===== config.mk =====
export PLATFORM = sky130hd
export DESIGN_NAME = n64_reply_sequencer_flat
export DESIGN_NICKNAME = d
export VERILOG_FILES = /design/src/rtl/n64_reply_sequencer_if.sv /design/src/rtl/n64_reply_sequencer.sv /design/src/flat_wrapper.sv
export SDC_FILE = /design/constraint.sdc
export NUM_CORES = 1
export LEC_CHECK = 0
export BUFFER_PORTS_ARGS = -buffer_cell sky130_fd_sc_hd__clkbuf_2
export CORE_ASPECT_RATIO = 0.9
export CORE_UTILIZATION = 30
export DETAILED_ROUTE_END_ITERATION = 10
export GPL_ROUTABILITY_DRIVEN = 0
export PLACE_DENSITY = 0.53
export SLEW_MARGIN = 25
export SYNTH_ARGS = -nofsm -noshare
export SYNTH_HDL_FRONTEND = slang
export SYNTH_SLANG_ARGS = --single-unit

===== constraint.sdc =====
create_clock -name clk -period 2.3 [get_ports clk]
set_input_delay 0.115 -clock clk [delete_from_list [all_inputs] [get_ports clk]]
set_output_delay 0.115 -clock clk [all_outputs]
set_load 0.01 [all_outputs]

===== src/rtl/n64_reply_sequencer_if.sv =====
// Decoder- and pak-side signals of the N64 reply sequencer, grouped for binding.
// Pak handshake: pak_req is a one-cycle request for the next byte; the source answers at any later
// time with a one-cycle pak_valid carrying pak_byte; valid pulses without an outstanding request are dropped.
interface n64_reply_sequencer_if;
    logic [4:0]  response;
    logic [31:0] buttons;
    logic [7:0]  status_byte;
    logic        pak_req;
    logic [7:0]  pak_byte;
    logic        pak_valid;
    logic [7:0]  pak_crc;
    logic        busy;
    logic        done;
    logic        underrun;

    modport master (
        output response, buttons, status_byte, pak_byte, pak_valid, pak_crc,
        input  pak_req, busy, done, underrun
    );

    modport slave (
        input  response, buttons, status_byte, pak_byte, pak_valid, pak_crc,
        output pak_req, busy, done, underrun
    );
endinterface


===== src/rtl/n64_reply_sequencer.sv =====
// Serialises a joybus reply (buttons, status, pak stream, CRC) as open-drain pulse-width bits
// after bus turnaround; state is exposed on dbg_state.
module n64_reply_sequencer #(
    parameter int CLK_PER_US = 48,
    parameter int TURN_US    = 2,
    parameter int PAK_BYTES  = 32
) (
    input  logic                  clk,
    input  logic                  rst,
    input  logic                  data_in,
    output logic                  data_oe,
    output logic [2:0]            dbg_state,
    n64_reply_sequencer_if.slave  bus
);
    localparam int TURN_CYC = TURN_US * CLK_PER_US;
    localparam int TW       = $clog2(3 * CLK_PER_US + 1);
    localparam int CW       = $clog2(TURN_CYC + 1);

    localparam logic [TW-1:0] T_SHORT  = TW'(CLK_PER_US - 1);
    localparam logic [TW-1:0] T_LONG   = TW'(3 * CLK_PER_US - 1);
    localparam logic [TW-1:0] T_STOP   = TW'(2 * CLK_PER_US - 1);
    localparam logic [CW-1:0] TURN_END = CW'(TURN_CYC - 1);
    localparam logic [5:0]    PAK_LAST = 6'(PAK_BYTES - 1);
    localparam logic [5:0]    PAK_CRC  = 6'(PAK_BYTES);

    typedef enum logic [2:0] {S_IDLE, S_TURN, S_LOW, S_HIGH, S_STOP} state_t;
    typedef enum logic [1:0] {SRC_BTN, SRC_STAT, SRC_PAK, SRC_CRC} src_t;

    state_t      state_q, state_d;
    src_t        src_q, src_d;
    logic        sync1_q, sync1_d, sync2_q, sync2_d;
    logic [4:0]  last_code_q, last_code_d;
    logic [CW-1:0] tcnt_q, tcnt_d;
    logic [TW-1:0] timer_q, timer_d;
    logic [2:0]  bit_cnt_q, bit_cnt_d;
    logic [5:0]  byte_cnt_q, byte_cnt_d;
    logic [5:0]  last_byte_q, last_byte_d;
    logic [31:0] sh_q, sh_d;
    logic [7:0]  pak_buf_q, pak_buf_d;
    logic        pak_have_q, pak_have_d;
    logic        pak_wait_q, pak_wait_d;
    logic        data_oe_q, data_oe_d;
    logic        busy_q, busy_d;
    logic        done_q, done_d;
    logic        pak_req_q, pak_req_d;
    logic        underrun_q, underrun_d;

    logic        code_ok;
    src_t        code_src;
    logic [5:0]  code_last;
    logic [7:0]  pak_next;

    function automatic logic [TW-1:0] low_len(input logic b);
        return b ? T_SHORT : T_LONG;
    endfunction

    function automatic logic [TW-1:0] high_len(input logic b);
        return b ? T_LONG : T_SHORT;
    endfunction

    // A missing pak byte goes out as zero; the caller flags the underrun.
    assign pak_next = pak_have_q ? pak_buf_q : 8'h00;

    always_comb begin
        code_ok   = 1'b1;
        code_src  = SRC_BTN;
        code_last = 6'd0;
        case (bus.response)
            5'b10001: begin code_src = SRC_BTN;  code_last = 6'd3;    end
            5'b10010: begin code_src = SRC_STAT; code_last = 6'd2;    end
            5'b10011, 5'b10100,
            5'b10101, 5'b10110: begin code_src = SRC_PAK; code_last = PAK_CRC; end
            5'b10111: begin code_src = SRC_CRC;  code_last = 6'd0;    end
            default:  code_ok = 1'b0;
        endcase
    end

    always_comb begin
        state_d     = state_q;
        src_d       = src_q;
        sync1_d     = data_in;
        sync2_d     = sync1_q;
        last_code_d = last_code_q;
        tcnt_d      = tcnt_q;
        timer_d     = timer_q;
        bit_cnt_d   = bit_cnt_q;
        byte_cnt_d  = byte_cnt_q;
        last_byte_d = last_byte_q;
        sh_d        = sh_q;
        pak_buf_d   = pak_buf_q;
        pak_have_d  = pak_have_q;
        pak_wait_d  = pak_wait_q;
        data_oe_d   = data_oe_q;
        busy_d      = busy_q;
        done_d      = 1'b0;
        pak_req_d   = 1'b0;
        underrun_d  = underrun_q;

        if (bus.pak_valid && pak_wait_q) begin
            pak_buf_d  = bus.pak_byte;
            pak_have_d = 1'b1;
            pak_wait_d = 1'b0;
        end

        if (bus.response == 5'b00000) begin
            last_code_d = 5'b00000;
        end

        case (state_q)
            S_IDLE: begin
                if (bus.response[4] && (bus.response != last_code_q) && code_ok) begin
                    last_code_d = bus.response;
                    state_d     = S_TURN;
                    busy_d      = 1'b1;
                    tcnt_d      = '0;
                    bit_cnt_d   = 3'd0;
                    byte_cnt_d  = 6'd0;
                    src_d       = code_src;
                    last_byte_d = code_last;
                    pak_have_d  = 1'b0;
                    pak_wait_d  = 1'b0;
                    case (code_src)
                        SRC_BTN:  sh_d = bus.buttons;
                        SRC_STAT: sh_d = {8'h05, 8'h00, bus.status_byte, 8'h00};
                        default:  sh_d = 32'h0;
                    endcase
                    // Byte 0 is requested at acceptance so it is in hand when turnaround ends.
                    if (code_src == SRC_PAK) begin
                        pak_req_d  = 1'b1;
                        pak_wait_d = 1'b1;
                    end
                end
            end

            S_TURN: begin
                if (!sync2_q) begin
                    tcnt_d = '0;
                end else if (tcnt_q == TURN_END) begin
                    if (src_q == SRC_PAK) begin
                        sh_d       = {pak_next, 24'h0};
                        underrun_d = underrun_q | ~pak_have_q;
                        pak_have_d = 1'b0;
                        pak_wait_d = 1'b0;
                    end else if (src_q == SRC_CRC) begin
                        sh_d = {bus.pak_crc, 24'h0};
                    end
                    state_d   = S_LOW;
                    data_oe_d = 1'b1;
                    timer_d   = low_len(sh_d[31]);
                end else begin
                    tcnt_d = tcnt_q + CW'(1);
                end
            end

            S_LOW: begin
                if (timer_q == '0) begin
                    state_d   = S_HIGH;
                    data_oe_d = 1'b0;
                    timer_d   = high_len(sh_q[31]);
                end else begin
                    timer_d = timer_q - TW'(1);
                end
            end

            S_HIGH: begin
                if (timer_q != '0) begin
                    timer_d = timer_q - TW'(1);
                end else if ((bit_cnt_q == 3'd7) && (byte_cnt_q == last_byte_q)) begin
                    state_d   = S_STOP;
                    data_oe_d = 1'b1;
                    timer_d   = T_STOP;
                end else begin
                    bit_cnt_d = bit_cnt_q + 3'd1;
                    sh_d      = {sh_q[30:0], 1'b0};
                    if (bit_cnt_q == 3'd7) begin
                        byte_cnt_d = byte_cnt_q + 6'd1;
                        if (src_q == SRC_PAK) begin
                            if (byte_cnt_q == PAK_LAST) begin
                                sh_d[31:24] = bus.pak_crc;
                            end else begin
                                sh_d[31:24] = pak_next;
                                underrun_d  = underrun_q | ~pak_have_q;
                                pak_have_d  = 1'b0;
                                pak_wait_d  = 1'b0;
                            end
                        end
                    end
                    // Entering the last bit of a byte: ask for the following pak byte.
                    if ((src_q == SRC_PAK) && (bit_cnt_q == 3'd6) && (byte_cnt_q < PAK_LAST)) begin
                        pak_req_d  = 1'b1;
                        pak_wait_d = 1'b1;
                    end
                    state_d   = S_LOW;
                    data_oe_d = 1'b1;
                    timer_d   = low_len(sh_d[31]);
                end
            end

            S_STOP: begin
                if (timer_q == '0) begin
                    state_d   = S_IDLE;
                    data_oe_d = 1'b0;
                    busy_d    = 1'b0;
                    done_d    = 1'b1;
                end else begin
                    timer_d = timer_q - TW'(1);
                end
            end

            default: begin
                state_d   = S_IDLE;
                data_oe_d = 1'b0;
                busy_d    = 1'b0;
            end
        endcase
    end

    always_ff @(posedge clk or posedge rst) begin
        if (rst) begin
            state_q     <= S_IDLE;
            src_q       <= SRC_BTN;
            sync1_q     <= 1'b1;
            sync2_q     <= 1'b1;
            last_code_q <= 5'b00000;
            tcnt_q      <= '0;
            timer_q     <= '0;
            bit_cnt_q   <= 3'd0;
            byte_cnt_q  <= 6'd0;
            last_byte_q <= 6'd0;
            sh_q        <= 32'h0;
            pak_buf_q   <= 8'h00;
            pak_have_q  <= 1'b0;
            pak_wait_q  <= 1'b0;
            data_oe_q   <= 1'b0;
            busy_q      <= 1'b0;
            done_q      <= 1'b0;
            pak_req_q   <= 1'b0;
            underrun_q  <= 1'b0;
        end else begin
            state_q     <= state_d;
            src_q       <= src_d;
            sync1_q     <= sync1_d;
            sync2_q     <= sync2_d;
            last_code_q <= last_code_d;
            tcnt_q      <= tcnt_d;
            timer_q     <= timer_d;
            bit_cnt_q   <= bit_cnt_d;
            byte_cnt_q  <= byte_cnt_d;
            last_byte_q <= last_byte_d;
            sh_q        <= sh_d;
            pak_buf_q   <= pak_buf_d;
            pak_have_q  <= pak_have_d;
            pak_wait_q  <= pak_wait_d;
            data_oe_q   <= data_oe_d;
            busy_q      <= busy_d;
            done_q      <= done_d;
            pak_req_q   <= pak_req_d;
            underrun_q  <= underrun_d;
        end
    end

    assign data_oe      = data_oe_q;
    assign dbg_state    = state_q;
    assign bus.busy     = busy_q;
    assign bus.done     = done_q;
    assign bus.pak_req  = pak_req_q;
    assign bus.underrun = underrun_q;
endmodule

===== src/flat_wrapper.sv =====
// flat-port wrapper written by rule: the top's interface ports become plain ports
module n64_reply_sequencer_flat 
#(
    parameter int CLK_PER_US = 48,
    parameter int TURN_US    = 2,
    parameter int PAK_BYTES  = 32
)
  (clk, rst, data_in, data_oe, dbg_state, bus_response, bus_buttons, bus_status_byte, bus_pak_byte, bus_pak_valid, bus_pak_crc, bus_pak_req, bus_busy, bus_done, bus_underrun);
  n64_reply_sequencer_if bus_i ();
  input  logic clk;
  input  logic rst;
  input  logic data_in;
  output logic data_oe;
  output logic [2:0] dbg_state;
  input wire logic [$bits(bus_i.response)-1:0] bus_response;
  input wire logic [$bits(bus_i.buttons)-1:0] bus_buttons;
  input wire logic [$bits(bus_i.status_byte)-1:0] bus_status_byte;
  input wire logic [$bits(bus_i.pak_byte)-1:0] bus_pak_byte;
  input wire logic [$bits(bus_i.pak_valid)-1:0] bus_pak_valid;
  input wire logic [$bits(bus_i.pak_crc)-1:0] bus_pak_crc;
  output wire logic [$bits(bus_i.pak_req)-1:0] bus_pak_req;
  output wire logic [$bits(bus_i.busy)-1:0] bus_busy;
  output wire logic [$bits(bus_i.done)-1:0] bus_done;
  output wire logic [$bits(bus_i.underrun)-1:0] bus_underrun;
  assign bus_i.response = bus_response;
  assign bus_i.buttons = bus_buttons;
  assign bus_i.status_byte = bus_status_byte;
  assign bus_i.pak_byte = bus_pak_byte;
  assign bus_i.pak_valid = bus_pak_valid;
  assign bus_i.pak_crc = bus_pak_crc;
  assign bus_pak_req = bus_i.pak_req;
  assign bus_busy = bus_i.busy;
  assign bus_done = bus_i.done;
  assign bus_underrun = bus_i.underrun;
  n64_reply_sequencer #(.CLK_PER_US(CLK_PER_US), .TURN_US(TURN_US), .PAK_BYTES(PAK_BYTES)) u_core (.clk(clk), .rst(rst), .data_in(data_in), .data_oe(data_oe), .dbg_state(dbg_state), .bus(bus_i));
endmodule

# Word-level counts from Yosys, hierarchy flattened
# Index checks and enable logic that the tools add are counted.
# word_totals
ff_bits	89
elab_cells	199
# classes
n_lt_le_gt_ge	1
reduce_logical	31
n_eq_ne	36
n_addsub	4
n_bitwise	4
n_mux	103
# op_table
operator	n
32-bit 2-to-1 mux	10
8-bit 2-to-1 mux	16
32-bit one-hot mux with 3 select lines	1
32-bit one-hot mux with 2 select lines	1
1-bit 2-to-1 mux	42
5-bit equality test, second input constant	7
8-bit one-hot mux with 4 select lines	1
3-bit 2-to-1 mux	10
6-bit 2-to-1 mux	4
7-bit 2-to-1 mux	3
2-bit by 1-bit != test with 1-bit output, second input constant	9
6-bit one-hot mux with 3 select lines	1
5-bit 2-to-1 mux	3
3-bit one-hot mux with 5 select lines	1
7-bit one-hot mux with 2 select lines	1
6-bit one-hot mux with 2 select lines	1
6-bit AND reduction	2
5-bit AND reduction	2
3-bit equality test, second input constant	3
1-bit one-hot mux with 3 select lines	3
9-bit AND reduction	1
8-bit logical NOT	1
2-bit != test, second input constant	4
4-bit AND reduction	2
other kinds (36)	50

# Logic depth before layout (Yosys ltp)
# Gate-level depths: netlist (run 1).
# depth
depth_word	11
mapped_depth	8
ltp_nobuf	7

# Least setup slack after synthesis (run 1)
# OpenSTA, ideal clock, no wires.
# synth_timing
path_type	reg2reg
start	register u_core.bit_cnt_q[0]
end	register u_core.sh_q[16]
arrival_ns	2.302
path_slack_ns	-0.128
setup_ns	0.125
required_ns	2.175
synth_period_minus_slack_ns	2.428
path_stages_with_launch	9
n_path_buf	1
cell_sequence	dfrtp_1 ha_1 ha_1 or4b_4 nor4_4 o21a_1 a211oi_2 buf_6 mux2_4
# synth_via
elab_chain_len	4
# synth_rtl
element	line_no	source
from (decl)	n64_reply_sequencer.sv:35	logic [2:0] bit_cnt_q, bit_cnt_d;
from (signal assigned)	n64_reply_sequencer.sv:247	bit_cnt_q <= bit_cnt_d;
3-bit equality test	n64_reply_sequencer.sv:168	end else if ((bit_cnt_q == 3'd7) && (byte_cnt_q == last_byte_q)) begin
1-bit logical AND	n64_reply_sequencer.sv:168	
2-bit != test (no line)	--	
7-bit AND reduction (no line)	--	
to (signal assigned)	n64_reply_sequencer.sv:230	sh_q <= 32'h0;
to (signal assigned)	n64_reply_sequencer.sv:250	sh_q <= sh_d;
to (decl)	n64_reply_sequencer.sv:38	logic [31:0] sh_q, sh_d;
# Every way passes these cells.
# A chain may end at the register's enable or synchronous reset.

# Worst setup path in the final report (run 1)
# layout_timing
start	register u_core.bit_cnt_q[0]
end	register u_core.sh_q[26]
# layout_via
elab_chain_len	8
word_cells_on_any_way	11
classes_between	eq/ne: 2; mux: 7; reduce/logical: 2
# layout_rtl
element	line_no	source
3-bit equality test (*)	n64_reply_sequencer.sv:168, n64_reply_sequencer.sv:175	
8-bit 2-to-1 mux	n64_reply_sequencer.sv:175	if (bit_cnt_q == 3'd7) begin
8-bit 2-to-1 mux	n64_reply_sequencer.sv:168	
8-bit 2-to-1 mux	n64_reply_sequencer.sv:166	if (timer_q != '0) begin
8-bit 2-to-1 mux	n64_reply_sequencer.sv:109	case (state_q)
32-bit 2-to-1 mux	n64_reply_sequencer.sv:168	
32-bit 2-to-1 mux	n64_reply_sequencer.sv:166	
32-bit one-hot mux with 3 select lines	n64_reply_sequencer.sv:109	
# Every way passes the cells marked *; elsewhere a longest branch is shown, timed or not. The select of a mux whose other input is x is not followed.

==> flow_summary.toml, run 1 <==
[layout]
area_growth_pct = 27.2
multi_input_area_sq_um = 2640
nets = 698
num_antenna_cells = 0
regArea_sq_um = 2150
fill_cells = 1616
drive_gt1_share_pct = 30.1

[global_routing]
grt-ovfl-total = 0
antenna_found_initial = 0
grt_max_degree = 38
grt_pass1_vias = 4407
grt_pass1_wl_um = 22600
track_usage_pct = 16.9

[critical_path]
end_kind = "flop"
critPathMaxFanout = 15
start_kind = "flop"
path_cells = "ha_1 -> ha_1 -> or4b_4 -> nor4_4 -> o21a_1 -> a211oi_4 -> buf_12 -> mux2_2"
cp.arrival_ns = 2.47
crit_family = "compound AO/OA/AOI/OAI gates"
path_common_cell = "ha_1"
crit_required_ns = 2.53
cp_num_buf_inv = 1
slowest_stage = "dfrtp_1"
max_stage_delay_ns = 0.38
crit_type = "flop to flop"

[timing]
max_slew_margin_pct = 49.8
finalSetupTns_ns = 0
slew_violations = 0
layout_setup_ws_ns = 0.0612
setup_viol = 0
fin_skew_ns = 0.00489
rsz0062_at_grt = "yes"
worstMarginPinSlew_ns = 0.746
period_needed_ns = 2.24
max_clock_freq_mhz = 447
period_share_pct = 97.3
final_hold_viol_count = 0

[logic_synthesis]
async_reset_ff_share_pct = 100
ys_types = 63
synth_top_area_share_pct = 42.1
synthCells = 512
ys.flop_type = "dfrtp_1"
netlist.top_cell.by_area = "dfrtp_1"
syn-num-nets = 584
yosys-top-cells-area = "dfrtp_1 42%, mux2_4 6.3%, o21ai_0 4.3%, nand2_1 4.1%, a22o_1 3.0%"
synth_edf_count = 0
yosys_warnings = 0
netlist_area_sq_um = 4990
yosysSeqAreaShare_pct = 43.1
ys_ff_latch = 86
synth_area_per_cell_sq_um = 9.75

[power_and_ir_drop]
switching_share_pct = 24.2
clockPowerShare_pct = 44.2
power.internal_mw = 2.56
p_seq_share_pct = 47.9
p_leak_nw = 2.88
pwr-share-comb_pct = 7.9
vdd_ir_drop_max_mv = 0.356
power.density_nw_per_um2 = 532
power.net_switching_mw = 0.817

[floorplanning]
chipHeight_um = 124
io_pins = 73
dieArea_sq_um = 17200
core_area_sq_um = 16200
std_cell_rows = 44
die_w_um = 138
initial_core_util_pct = 30.9

[clock_tree]
insertion_delay_ns = 0.35
cts_sinks = 86
cts_tree = "built"
numCtsBuffers = 9
root_buffer = "clkbuf_16"
clk_pin_slew_ns = 0.06
htreeDepth = 3
cts_buffer_depth = 2

[routing]
route.detailed.drc = 0
initialDrtViolationCount = 378
drt_wl_total_um = 13600
post_drt_wl_per_cell_um = 16.3
first_pass_iters = 6
viasPerCell = 5.30
postRouteAntennaNets = 0
num_vias = 4443

[min_path]
min_path_type = "primary input to flop"

[run_status]
outcome = "complete, no violations"

[job]
drv_cap = 0

[placement]
io_buffers = 72
dp_hpwl_um = 10100
pre_cts_slack_ns = -0.0720
-- path summary, 6_finish.rpt --
kind | depth (start not counted) | slack, ns | endpoint | startpoint
max | 8 | 0.06 | u_core.sh_q[26]$_DFFE_PP0P_ | u_core.bit_cnt_q[0]$_DFFE_PP0P_
min | 2 | 0.03 | u_core.pak_wait_q$_DFF_PP0_ | bus_pak_valid
max reg2reg | 8 | 0.06 | u_core.sh_q[26]$_DFFE_PP0P_ | u_core.bit_cnt_q[0]$_DFFE_PP0P_
min reg2reg | 0 | 0.36 | u_core.sync2_q$_DFF_PP1_ | u_core.sync1_q$_DFF_PP1_
max in group asynchronous | 4 | 1.20 | u_core.sync1_q$_DFF_PP1_ | rst
min in group asynchronous | 3 | 0.38 | u_core.timer_q[1]$_DFFE_PP0P_ | rst
-- worst reg2reg max path, cell delays in order (launching register included) --
cell and delay, ns:
dfrtp_1 0.38, ha_1 0.20, ha_1 0.21, or4b_4 0.22, nor4_4 0.04, o21a_1 0.22, a211oi_4 0.28, buf_12 0.22
mux2_2 0.36
-- kinds of logic (layout without fill, tap and decap cells) --
group | Yosys count | in the layout | share of synthesized area, %
multiplexers | 42 | 42 | 10.8
XOR/XNOR | 9 | 9 | 1.58
adder cells (fa/ha/maj) | 7 | 7 | 1.75
AO/OA/AOI/OAI | 160 | 160 | 21.8
AND/OR/NAND/NOR | 153 | 153 | 16.2
buffers and inverters | 55 | 174 | 4.71
flip-flops | 86 | 86 | 43.1
-- layout by cell type, fill, tap and decap left out, types with 8 or more instances in the layout --
master and n:
nand2_1 54, mux2i_1 11, clkbuf_16 9, mux2_4 21, nor2_1 16, a22o_1 17, a21oi_1 25, o31ai_1 9
clkbuf_2 72, o21ai_0 41, inv_1 23, a222oi_1 8, dlygate4sd3_1 11, dfrtp_1 84, a211oi_1 11, nand3_1 16
mux2_2 10, nor3_1 8, buf_4 46
-- synthesized netlist by cell type, drive strengths merged, types with 4 or more instances --
library cell / instances
dfrtp: 84
nand2: 55
o21ai: 44
mux2: 31
a21oi: 26
inv: 24
clkbuf: 23
a22o: 17
nand3: 16
nor2: 16
a211oi: 12
mux2i: 11
nor3: 9
o31ai: 9
a222oi: 8
buf: 8
ha: 7
nand2b: 7
nor2b: 7
nor4: 7
a22oi: 6
a21o: 5
nand4: 5
nor3b: 5
xnor2: 5
and2: 4
and3: 4
o211ai: 4
o22ai: 4
xor2: 4
-- through the flow --
| stage | util, % | hold WS, ns | cell area, sq um | total power [mW] | instances |
|---|---|---|---|---|---|
| floorplan | - | 0.119 | 5000 | 1.78 | 512 |
| CTS | 39.0 | 0.0225 | 6320 | 3.42 | 837 |
| global route | 39.2 | 0.0307 | 6350 | 3.53 | 838 |
| finish | 39.2 | 0.0303 | 6350 | 3.38 | 838 |
| detailed placement | 36.4 | 0.205 | 5900 | 1.90 | 810 |
| global placement | 36.4 | 0.206 | 5900 | 1.89 | 810 |
-- timing repair --
action | 4_1_cts | 5_1_grt
hold buffers | 11 | 0
buffers inserted | 0 | 1
gates resized for setup | 4 | 8
endpoints found under the setup margin | 20 | 38
pin swaps | 2 | 2
hold endpoints to repair | 32 | 0
-- layout make-up --
class                           count  area share [%]
Clock buffer                        9            3.55
Timing Repair Buffer              134            14.2
Sequential cell                    86            33.9
Clock inverter                      7            1.14
Tap cell                          207            4.08
Inverter                           24            1.48
Multi-Input combinational cell    371            41.6
-- flip-flops by register name, indices dropped and copies added, names as in the netlist, 2 cells and up --
signal / flops
u_core.tcnt_q: 7
u_core.dbg_state: 3
u_core.bit_cnt_q: 3
u_core.last_code_q: 5
u_core.pak_buf_q: 8
u_core.byte_cnt_q: 6
u_core.last_byte_q: 3
u_core.sh_q: 32
u_core.src_q: 2
u_core.timer_q: 8
-- power by group through the flow --
stage,Combinational (mW),Sequential [mW],Clock [mW]
final,0.267,1.62,1.49
after global routing,0.301,1.62,1.60
after global placement,0.248,1.64,0
after CTS,0.272,1.62,1.54
after detailed placement,0.256,1.64,0
after floorplan,0.152,1.63,0
-- routing by layer --
layer	share of wire, %	vias to the layer above	track usage (%)
li1	-	2124	-
met1	48	2196	23.6
met2	46	109	25.3
met3	4.6	14	4.56
met4	1.6	0	5.31
met5	0	-	0
Power figures use the tool's default switching activity.
==> run 2: changes to the inputs <==
--- a/config.mk
+++ b/config.mk
@@ -10,6 +10,7 @@
 export CORE_UTILIZATION = 30
 export DETAILED_ROUTE_END_ITERATION = 10
 export GPL_ROUTABILITY_DRIVEN = 0
+export GPL_TIMING_DRIVEN = 0
 export PLACE_DENSITY = 0.53
 export SLEW_MARGIN = 25
 export SYNTH_ARGS = -nofsm -noshare
==> constraint.sdc (replaced) <==
create_clock -name clk -period 2.3 [get_ports clk]
set_input_delay 0.115 -clock clk [delete_from_list [all_inputs] [get_ports clk]]
set_output_delay 0.115 -clock clk [all_outputs]
set_load 0.005 [all_outputs]
==> run 2 against run 1 <==
The run now ends with setup timing left. Non-clock buffer count is the same. Sequential share of layout area shrank 0.80 points. Routed wire length grew 4.6%. Combinational power grew 4%. Worst setup slack lost 0.16 ns. Count of clock-buffer cells in the layout is the same. Via count shrank 0.18%. Critical endpoint is now u_core.sh_q[3]$_DFFE_PP0P_.
==> flow_summary.toml, run 2 (same netlist as run 1, synthesis figures left out) <==
[placement]
io_buffers = 69
pre_cts_slack_ns = -0.443
dp_hpwl_um = 9970

[layout]
final_cell_mix = "81 x dfrtp_1, 75 x clkbuf_2, 53 x nand2_1"
finish.utilization_pct = 40.2
fill_cells = 1645
reg.largest.list = "u_core.sh_q x32, u_core.pak_buf_q x8, u_core.timer_q x8"
area_growth_pct = 30.4
regArea_sq_um = 2160
num_antenna_cells = 0
largest-register = "u_core.sh_q"
final_common_cell = "dfrtp_1"
largest_register_ff_count = 32
nets = 698
drive_gt1_share_pct = 32.5
multi_input_area_sq_um = 2830

[power_and_ir_drop]
p_seq_share_pct = 48.1
pwr-share-comb_pct = 8.3
power.density_nw_per_um2 = 515
clockPowerShare_pct = 43.6
p_leak_nw = 2.88
power.net_switching_mw = 0.875
switching_share_pct = 26.1
vdd_ir_drop_max_mv = 0.373
power.internal_mw = 2.48

[critical_path]
end_kind = "flop"
crit_type = "flop to flop"
start_kind = "flop"
critPathMaxFanout = 10
cp.arrival_ns = 2.64
crit_required_ns = 2.54

[floorplanning]
dieArea_sq_um = 17200
initial_core_util_pct = 30.9
die_w_um = 138
chipHeight_um = 124
std_cell_rows = 44
core_area_sq_um = 16200
io_pins = 73

[run_status]
violations = "setup timing"
outcome = "finished with violations"

[timing]
worstMarginPinSlew_ns = 0.830
max_slew_margin_pct = 44.2
fin_skew_ns = 0.0112
rsz0062_at_grt = "yes"
max_clock_freq_mhz = 417
period_needed_ns = 2.40
final_hold_viol_count = 0
period_share_pct = 104
slew_violations = 0
layout_setup_ws_ns = -0.0995
setup_viol = 21

[routing]
initialDrtViolationCount = 362
viasPerCell = 5.29
postRouteAntennaNets = 0
post_drt_wl_per_cell_um = 17.0
route.detailed.drc = 0
drt_wl_total_um = 14300
first_pass_iters = 6
num_vias = 4435

[global_routing]
grt_pass1_vias = 4305
antenna_found_initial = 0
grt_pass1_wl_um = 22700
grt-ovfl-total = 0
grt_max_degree = 32
track_usage_pct = 17.3

[clock_tree]
cts_tree = "built"
cts_sinks = 86
root_buffer = "clkbuf_16"
insertion_delay_ns = 0.36
htreeDepth = 3
numCtsBuffers = 9
clk_pin_slew_ns = 0.07
cts_buffer_depth = 2

[min_path]
min_path_type = "primary input to flop"

[job]
drv_cap = 0
## run 2: cell types whose count changed in the layout (fill, tap and decap cells not counted), sizes merged
cell | previous run | this run
bufinv | 1 | 0
clkinv | 3 | 2
buf | 51 | 32
clkbuf | 81 | 99
clkinvlp | 3 | 1
dlygate4sd3 | 11 | 12
inv | 24 | 28
## run 2: routing by layer
metal	routed length [um]	track usage, %	part of all wire [%]	vias up
met4	199	5.24	1.4	0
met5	0	0	0	-
li1	-	-	-	2135
met2	6470	25.1	45	135
met1	6830	24.7	48	2153
met3	757	4.84	5.3	12
## run 2: final timing paths
| kind | start | endpoint | slack, ns | cells past startpoint |
|---|---|---|---|---|
| setup / recovery | u_core.bit_cnt_q[1]$_DFFE_PP0P_ | u_core.sh_q[3]$_DFFE_PP0P_ | -0.1 | 9 |
| setup reg to reg | u_core.bit_cnt_q[1]$_DFFE_PP0P_ | u_core.sh_q[3]$_DFFE_PP0P_ | -0.1 | 9 |
| min in group asynchronous | rst | u_core.sh_q[23]$_DFFE_PP0P_ | 0.35 | 3 |
| hold reg to reg | u_core.sync1_q$_DFF_PP1_ | u_core.sync2_q$_DFF_PP1_ | 0.35 | 0 |
| hold / removal | bus_status_byte[6] | u_core.sh_q[14]$_DFFE_PP0P_ | 0.05 | 3 |
| max in group asynchronous | rst | u_core.byte_cnt_q[5]$_DFFE_PP0P_ | 1.31 | 5 |
## run 2: critical path, cell delays in order, from the launching register on
cell and delay, ns:
dfrtp_1 0.36, ha_2 0.19, ha_4 0.14, or4b_4 0.47, nor4_4 0.22, o21a_1 0.25, a211oi_4 0.05, buf_6 0.15
buf_8 0.15, mux2_4 0.30
## run 2: power groups by stage
stage,sequential (mW),combinational (mW),clock [mW]
after global placement,1.64,0.239,0
after floorplan,1.63,0.152,0
after detailed placement,1.64,0.262,0
final,1.61,0.279,1.46
after CTS,1.61,0.279,1.51
after global routing,1.62,0.310,1.56
## run 2: repair_timing
item / CTS / global route
endpoints found under the setup margin: 58 / 49
pin swaps: 8 / 12
endpoints found under the hold margin: 27 / 1
gates resized for setup: 37 / 39
buffers inserted: 9 / 13
hold buffers: 11 / 1
## run 2: layout make-up
| type | count | area share (%) |
|---|---|---|
| well taps | 207 | 3.98 |
| clock inverters | 7 | 0.980 |
| multi-input cells | 371 | 43.4 |
| inverters | 24 | 1.48 |
| plain buffers | 29 | 2.57 |
| clock buffers | 9 | 3.46 |
| flip-flops and latches | 86 | 33.1 |
| repair buffers | 105 | 10.9 |
## run 2: stage by stage
stage	total power, mW	instances	hold WS [ns]	instance area [sq um]	setup TNS, ns
final	3.35	838	0.0517	6510	-1.90
after floorplan	1.78	512	0.119	5000	0
after CTS	3.40	826	0.00122	6290	-3.29
after detailed placement	1.90	791	0.195	5680	-17.02
after global routing	3.50	838	0.0514	6510	-3.23
after global placement	1.88	788	0.203	5600	-16.45
==> run 3: changes to the inputs <==
--- a/config.mk
+++ b/config.mk
@@ -7,11 +7,11 @@
 export LEC_CHECK = 0
 export BUFFER_PORTS_ARGS = -buffer_cell sky130_fd_sc_hd__clkbuf_2
 export CORE_ASPECT_RATIO = 0.9
-export CORE_UTILIZATION = 30
+export CORE_UTILIZATION = 52
 export DETAILED_ROUTE_END_ITERATION = 10
 export GPL_ROUTABILITY_DRIVEN = 0
 export GPL_TIMING_DRIVEN = 0
-export PLACE_DENSITY = 0.53
+export PLACE_DENSITY = 0.81
 export SLEW_MARGIN = 25
 export SYNTH_ARGS = -nofsm -noshare
 export SYNTH_HDL_FRONTEND = slang
==> run 3 against run 2 <==
The flow still finishes with violations (setup timing). Combinational power barely moved. Register-to-register slack got worse by 0.03 ns. Global-route usage rose by 10 points. Sequential power barely moved. Total power fell by 12%. Clock power fell by 27%. Count of clock-buffer cells in the layout rose by 2. Utilization rose by 28 points. Via count rose by 5.7%. Critical path type unchanged. Routed wire length fell by 3.8%. Design area fell by 2.8%. Critical path depth did not move.
==> flow_summary.toml, run 3 (same netlist as run 1, synthesis figures left out) <==
[critical_path]
crit_type = "flop to flop"
r2r-end = "u_core.sh_q[27]$_DFFE_PP0P_"
end_kind = "flop"
cp.arrival_ns = 2.69
critPathMaxFanout = 8
crit_required_ns = 2.56
worstReg2RegStart = "u_core.bit_cnt_q[0]$_DFFE_PP0P_"
start_kind = "flop"
r2r_cells = 9
reg2reg_slack_ns = -0.13

[timing]
rsz0062_at_grt = "yes"
max_clock_freq_mhz = 411
max_slew_margin_pct = 45.4
period_needed_ns = 2.43
layout_setup_ws_ns = -0.134
period_share_pct = 106
worstMarginPinSlew_ns = 0.812
finalSetupTns_ns = -3.14
setup_viol = 27
slew_violations = 0
fin_skew_ns = 0.0105
final_hold_viol_count = 0

[floorplanning]
initial_core_util_pct = 54.2
std_cell_rows = 33
die_w_um = 105
chipHeight_um = 95.0
core_area_sq_um = 9210
dieArea_sq_um = 10000
io_pins = 73

[power_and_ir_drop]
p_seq_share_pct = 54.5
vdd_ir_drop_max_mv = 0.508
switching_share_pct = 24.9
power.internal_mw = 2.22
p_leak_nw = 2.81
clockPowerShare_pct = 36.1
p_total_mw = 2.96
pwr-share-comb_pct = 9.4
power.density_nw_per_um2 = 468
power.net_switching_mw = 0.738

[layout]
largest_register_ff_count = 32
final_cell_mix = "79 x dfrtp_1, 73 x clkbuf_2, 53 x nand2_1"
finalInstanceArea_sq_um = 6330
reg.largest.list = "u_core.sh_q x32, u_core.pak_buf_q x8, u_core.timer_q x8"
fill_cells = 683
drive_gt1_share_pct = 31.8
largest-register = "u_core.sh_q"
multi_input_area_sq_um = 2840
final_common_cell = "dfrtp_1"
num_antenna_cells = 0
regArea_sq_um = 2160
nets = 699
area_growth_pct = 26.7

[routing]
num_vias = 4687
initialDrtViolationCount = 354
route.detailed.drc = 0
drt_wl_total_um = 13700
first_pass_iters = 6
postRouteAntennaNets = 0
viasPerCell = 6.22
post_drt_wl_per_cell_um = 18.2

[placement]
dp_hpwl_um = 9190
post_dp_cell_area_sq_um = 5580
io_buffers = 69

[clock_tree]
cts_sinks = 86
insertion_delay_ns = 0.37
htreeDepth = 3
cts_tree = "built"
clk_pin_slew_ns = 0.09
cts_buffer_depth = 2
root_buffer = "clkbuf_8"
numCtsBuffers = 9

[global_routing]
grt_pass1_wl_um = 21700
grt_max_degree = 26
antenna_found_initial = 0
track_usage_pct = 27.8
grt-ovfl-total = 0
grt_pass1_vias = 4433

[min_path]
hold_path.startpoint = "bus_status_byte[6]"
min_path_type = "primary input to flop"
hold-path-endpoint = "u_core.sh_q[14]$_DFFE_PP0P_"
hold_depth = 3

[job]
drv_cap = 0

[run_status]
outcome = "finished with violations"
violations = "setup timing"
## run 3: layer usage
| layer | share of wire [%] | GRT usage, % | wire, um |
|---|---|---|---|
| met3 | 6.4 | 5.59 | 883 |
| met5 | 0 | 0 | 0 |
| met2 | 49 | 46.1 | 6750 |
| met1 | 43 | 36.5 | 5830 |
| met4 | 1.9 | 9.62 | 255 |
## run 3: worst max-delay path by stage
stage,endpoint,startpoint
final,u_core.sh_q[27]$_DFFE_PP0P_,u_core.bit_cnt_q[0]$_DFFE_PP0P_
after global routing,u_core.sh_q[27]$_DFFE_PP0P_,u_core.bit_cnt_q[0]$_DFFE_PP0P_
after CTS,u_core.sh_q[7]$_DFFE_PP0P_,u_core.bit_cnt_q[1]$_DFFE_PP0P_
after detailed placement,u_core.bit_cnt_q[0]$_DFFE_PP0P_,u_core.timer_q[0]$_DFFE_PP0P_
after global placement,u_core.sh_q[23]$_DFFE_PP0P_,u_core.dbg_state[0]$_DFFE_PP0P_
after floorplan,u_core.sh_q[16]$_DFFE_PP0P_,u_core.bit_cnt_q[0]$_DFFE_PP0P_
## run 3: final cells by class
type / instances / area share, %
flip-flops and latches: 86 / 34.1
repair buffers: 105 / 11.5
well taps: 122 / 2.41
plain buffers: 30 / 2.61
multi-input cells: 371 / 44.9
clock inverters: 5 / 0.949
clock buffers: 11 / 2.08
inverters: 24 / 1.48
## run 3: through the flow
| stage | cells | setup WS (ns) | hold WS [ns] | util [%] |
|---|---|---|---|---|
| detailed placement | 706 | -0.506 | 0.164 | 60.6 |
| global route | 754 | -0.209 | 0.0540 | 68.7 |
| CTS | 744 | -0.135 | 0.0464 | 66.1 |
| floorplan | 512 | 0.0105 | 0.119 | - |
| global placement | 703 | -0.361 | 0.204 | 59.7 |
| finish | 754 | -0.134 | 0.0522 | 68.7 |
## run 3: worst max-delay path: stages (launching register included)
cell	delay (ns)
dfrtp_1	0.42
ha_4	0.17
ha_4	0.14
or4b_4	0.47
nor4_4	0.22
o21a_1	0.27
a211oi_4	0.06
buf_12	0.16
buf_6	0.14
mux2_4	0.29
## run 3: power groups by stage
stage	Sequential, mW	Combinational [mW]	Clock (mW)
after global placement	1.64	0.231	0
after detailed placement	1.64	0.258	0
final	1.61	0.278	1.07
after CTS	1.61	0.274	1.09
after floorplan	1.63	0.152	0
after global routing	1.62	0.307	1.15
## run 3: what timing repair did
item,CTS,global route
endpoints found under the setup margin,54,59
cloned,2,0
hold buffers,12,0
buffers inserted,8,32
hold endpoints to repair,27,0
pin swaps,3,6
resized for setup,36,42
